<file path="src/rtl/addsub_serial.sv">
// Multi-cycle adder/subtractor: one CHUNK-bit slice per clock, LSB slice first, carry chained between slices.
// start/busy/done handshake; Z and flags update only on the completion edge.
module addsub_serial #(
  parameter int WIDTH = 32,
  parameter int CHUNK = 8
) (
  input  logic             clk,
  input  logic             rst,
  input  logic             start,
  input  logic             sub,
  input  logic             cin,
  input  logic [WIDTH-1:0] X,
  input  logic [WIDTH-1:0] Y,
  output logic             busy,
  output logic             done,
  output logic [WIDTH-1:0] Z,
  output logic             cout,
  output logic             overflow,
  output logic             zero
);
  localparam int N  = WIDTH / CHUNK;
  localparam int KW = (N > 1) ? $clog2(N) : 1;

  typedef enum logic {IDLE, RUN} state_t;
  state_t state, state_nxt;

  logic [KW-1:0]    k;
  logic [WIDTH-1:0] a_reg, y_reg, shadow, shadow_nxt;
  logic             carry;
  logic             last;
  logic [CHUNK:0]   csum;

  always_ff @(posedge clk or posedge rst) begin
    if (rst) state <= IDLE;
    else     state <= state_nxt;
  end

  always_comb begin
    state_nxt = state;
    case (state)
      IDLE:    if (start) state_nxt = RUN;
      RUN:     if (last)  state_nxt = IDLE;
      default: state_nxt = IDLE;
    endcase
  end

  always_comb begin
    busy = (state == RUN);
  end

  // Slice k of the operands plus the running carry; the partial sum lives in
  // shadow so Z only ever shows complete results.
  always_comb begin
    last       = (k == KW'(N - 1));
    csum       = {1'b0, a_reg[int'(k)*CHUNK +: CHUNK]}
               + {1'b0, y_reg[int'(k)*CHUNK +: CHUNK]}
               + {{CHUNK{1'b0}}, carry};
    shadow_nxt = shadow;
    shadow_nxt[int'(k)*CHUNK +: CHUNK] = csum[CHUNK-1:0];
  end

  always_ff @(posedge clk or posedge rst) begin
    if (rst) begin
      k        <= '0;
      a_reg    <= '0;
      y_reg    <= '0;
      carry    <= 1'b0;
      shadow   <= '0;
      done     <= 1'b0;
      Z        <= '0;
      cout     <= 1'b0;
      overflow <= 1'b0;
      zero     <= 1'b0;
    end else begin
      done <= 1'b0;
      if (state == IDLE && start) begin
        // Subtract is folded in here: A + ~B + ~borrow.
        a_reg <= X;
        y_reg <= sub ? ~Y : Y;
        carry <= sub ? ~cin : cin;
        k     <= '0;
      end else if (state == RUN) begin
        shadow <= shadow_nxt;
        carry  <= csum[CHUNK];
        k      <= k + 1'b1;
        if (last) begin
          k        <= '0;
          Z        <= shadow_nxt;
          cout     <= csum[CHUNK];
          overflow <= (a_reg[WIDTH-1] == y_reg[WIDTH-1]) &&
                      (shadow_nxt[WIDTH-1] != a_reg[WIDTH-1]);
          zero     <= (shadow_nxt == '0);
          done     <= 1'b1;
        end
      end
    end
  end
endmodule

</file>
<file path="config.mk">
export PLATFORM = sky130hd
export DESIGN_NAME = addsub_serial
export DESIGN_NICKNAME = d
export VERILOG_FILES = /design/src/rtl/addsub_serial.sv
export SDC_FILE = /design/constraint.sdc
export NUM_CORES = 1
export LEC_CHECK = 0
export CAP_MARGIN = 20
export CORE_MARGIN = 4
export CORE_UTILIZATION = 40
export CTS_CLUSTER_SIZE = 25
export DETAILED_ROUTE_END_ITERATION = 10
export RECOVER_POWER = 25
export SETUP_SLACK_MARGIN = 0.02
export SYNTH_ARGS = -nofsm -noshare
export SYNTH_HDL_FRONTEND = slang
export SYNTH_SLANG_ARGS = --single-unit
</file>
<file path="constraint.sdc">
create_clock -name clk -period 4.8 [get_ports clk]
set_input_delay 0.48 -clock clk [delete_from_list [all_inputs] [get_ports clk]]
set_output_delay 0.48 -clock clk [all_outputs]
set_load 0.05 [all_outputs]
</file>
==> flow_summary.ini <==
[routing]
wire_per_inst_um = 18.5
drt_first_pass_iters = 5
drcViolationCount = 0
ant_nets = 0
vias = 5004
wl_um = 17100
via_per_inst = 5.42
drt_iter0_markers = 340

[synth]
ys_seq_area_share_pct = 51.8
synth.yosys.warnings = 0
synth_cells = 599
ys_types = 54
syn-mean-instance-area_sq_um = 11.0
syn-num-nets = 683
synth_edf_count = 0
syn_area_sq_um = 6570
synth-seq-cells = 136
ys_dominant_reg_cell = dfrtp_1
async_flop_share_pct = 100

[sta]
worst_pin_slew_ns = 1.03
setup_viol = 0
slew_violations = 0
finalHoldViolations = 0
fmax_ghz = 0.253
tns_ns = 0
min_period_ns = 3.95
finClkSkew_ns = 0.00785
maxSlewHeadroom_pct = 30.7
finalCritPeriodShare_pct = 82.3
grt_setup_unrepaired = false

[outcome]
status = complete, no violations

[clocking]
clkTransAtPathRegs_ns = 0.06
root_buffer = clkbuf_16
postCtsHoldBufs = 0
clk_latency_ns = 0.42
postCtsSetupRepairBufs = 0
clkSinkCount = 136
cts_tree = built
clock_path_buffers = 2
cts_buffers = 17
cts-resized-gates = 0
cts_htree_levels = 4

[cells_and_area]
nets = 778
area_delta_synth_final_pct = 28.9
layout_common_cells = dfrtp_1, clkdlybuf4s50_1, nand2_1, nor2_1, o21ai_0
layout_commonest_cell = dfrtp_1
layout-drive-gt1-share_pct = 13.9
diodes = 0

[floorplan]
die_x_um = 136
core_area_sq_um = 16000
row_count = 46
pin_count = 106
die_y_um = 136
start_util_pct = 41.0
die_area_sq_um = 18500

[worst_setup_path]
worst-r2r-setup-slack_ns = 0.85
slowest_stage = dfrtp_1
crit_path_end_kind = flip-flop
r2r_start = k[0]
crit_chain = mux4_2 > fa_1 > fa_1 > a211oi_1 > nor2_1 > xor2_1 > o21ai_0 > and4bb_1 > a41o_1
crit_arrival_ns = 4.26
path_buf_inv = 0
startpoint_type = flip-flop
path_max_fanout = 12
cpPeakStageDelay_ns = 0.80
r2r_end = zero
crit_top_cell = fa_1
required_ns = 5.11
r2r.worst_path.cells = 9
cp_top_family = adder cells
path_class = flip-flop to flip-flop

[hold_path]
hold_start = shadow[19]
hold_class = flip-flop to flip-flop
hold_depth = 2
holdPathEnd = shadow[19]

[placed_design]
io_buffers = 105
hpwl_um = 12300
gp_congestion = 0.931

[global_route]
grt.overflow.total = 0
grt_pass1_vias = 5049
track_usage_pct = 19.2
grt_max_degree = 97
grt_pass1_wl_um = 27300
antenna_found_initial = 0

[run]
cap_violations = 0
[layer usage]
metal	track usage, %	vias up	wire length (um)
met4	9.52	0	604
li1	-	2329	-
met2	28.9	208	7970
met5	0	-	0
met1	26.1	2416	7510
met3	4.70	51	1000
[worst min-delay path: cells and delay by family, from the launching register on]
family             cells  cell delay, ns
DFF                    1            0.33
and+or+nand+nor        1            0.04
AOI/OAI and AO/OA      1            0.06
[final cells by class]
| class | count | area, sq um |
|---|---|---|
| clock buffer | 20 | 457 |
| clock inverter | 12 | 198 |
| fill | 1446 | 7530 |
| inverter | 9 | 35.0 |
| multi-input combinational | 417 | 2980 |
| sequential | 136 | 3400 |
| tap | 216 | 270 |
| timing repair buffer | 113 | 1130 |
[cells by family (layout without fill, tap and decap cells)]
group,after synthesis,in the layout,synth area share [%]
AO/OA/AOI/OAI,137,137,13.6
XOR/XNOR,42,42,5.72
adder cells (fa/ha/maj),15,15,3.09
buffers and inverters,46,154,2.97
flip-flops,136,136,51.8
multiplexers,50,50,11.3
AND/OR/NAND/NOR,173,173,11.5
[worst max path at each step]
stage | slack, ns | start | cells after the start | endpoint
global route | 0.66 | k[0] | 9 | zero
detailed placement | 0.85 | k[0] | 9 | zero
finish | 0.85 | k[0] | 9 | zero
floorplan | 0.68 | rst | 1 | Z[0]
global placement | 0.96 | k[0] | 9 | zero
CTS | 0.83 | k[0] | 9 | zero
[cells in the mapped netlist, types with 3 or more instances]
library cell | instances | area, sq um
xor2_1 | 3 | 26.3
buf_1 | 6 | 22.5
o21ai_1 | 6 | 30.0
inv_1 | 8 | 30.0
and2_1 | 3 | 18.8
o21bai_1 | 3 | 22.5
a32o_1 | 11 | 110
mux4_2 | 16 | 360
a31oi_1 | 4 | 25.0
nand2b_1 | 3 | 18.8
dfrtp_1 | 136 | 3400
clkbuf_1 | 23 | 86.3
nor2_1 | 65 | 244
buf_2 | 6 | 30.0
xnor2_1 | 38 | 333
mux2_2 | 32 | 360
a21oi_1 | 12 | 60.1
nor3_1 | 4 | 20.0
o21ai_0 | 60 | 300
a221oi_1 | 25 | 219
ha_1 | 13 | 163
or3_1 | 3 | 18.8
nand2_1 | 78 | 293
[through the flow]
step	setup slack, ns	utilization (%)	hold WS (ns)	std cells	area (sq um)
2_1_floorplan	0.681	-	0.442	599	6570
5_1_grt	0.659	52.9	0.503	923	8470
4_1_cts	0.826	52.7	0.478	922	8440
3_3_place_gp	0.956	48.7	0.458	890	7780
3_5_place_dp	0.853	48.7	0.466	890	7780
6_report	0.847	52.9	0.476	923	8470
Power is left out: the tool's default activity adds up to more than one toggle a clock period on the data nets, which glitch-free logic cannot reach.
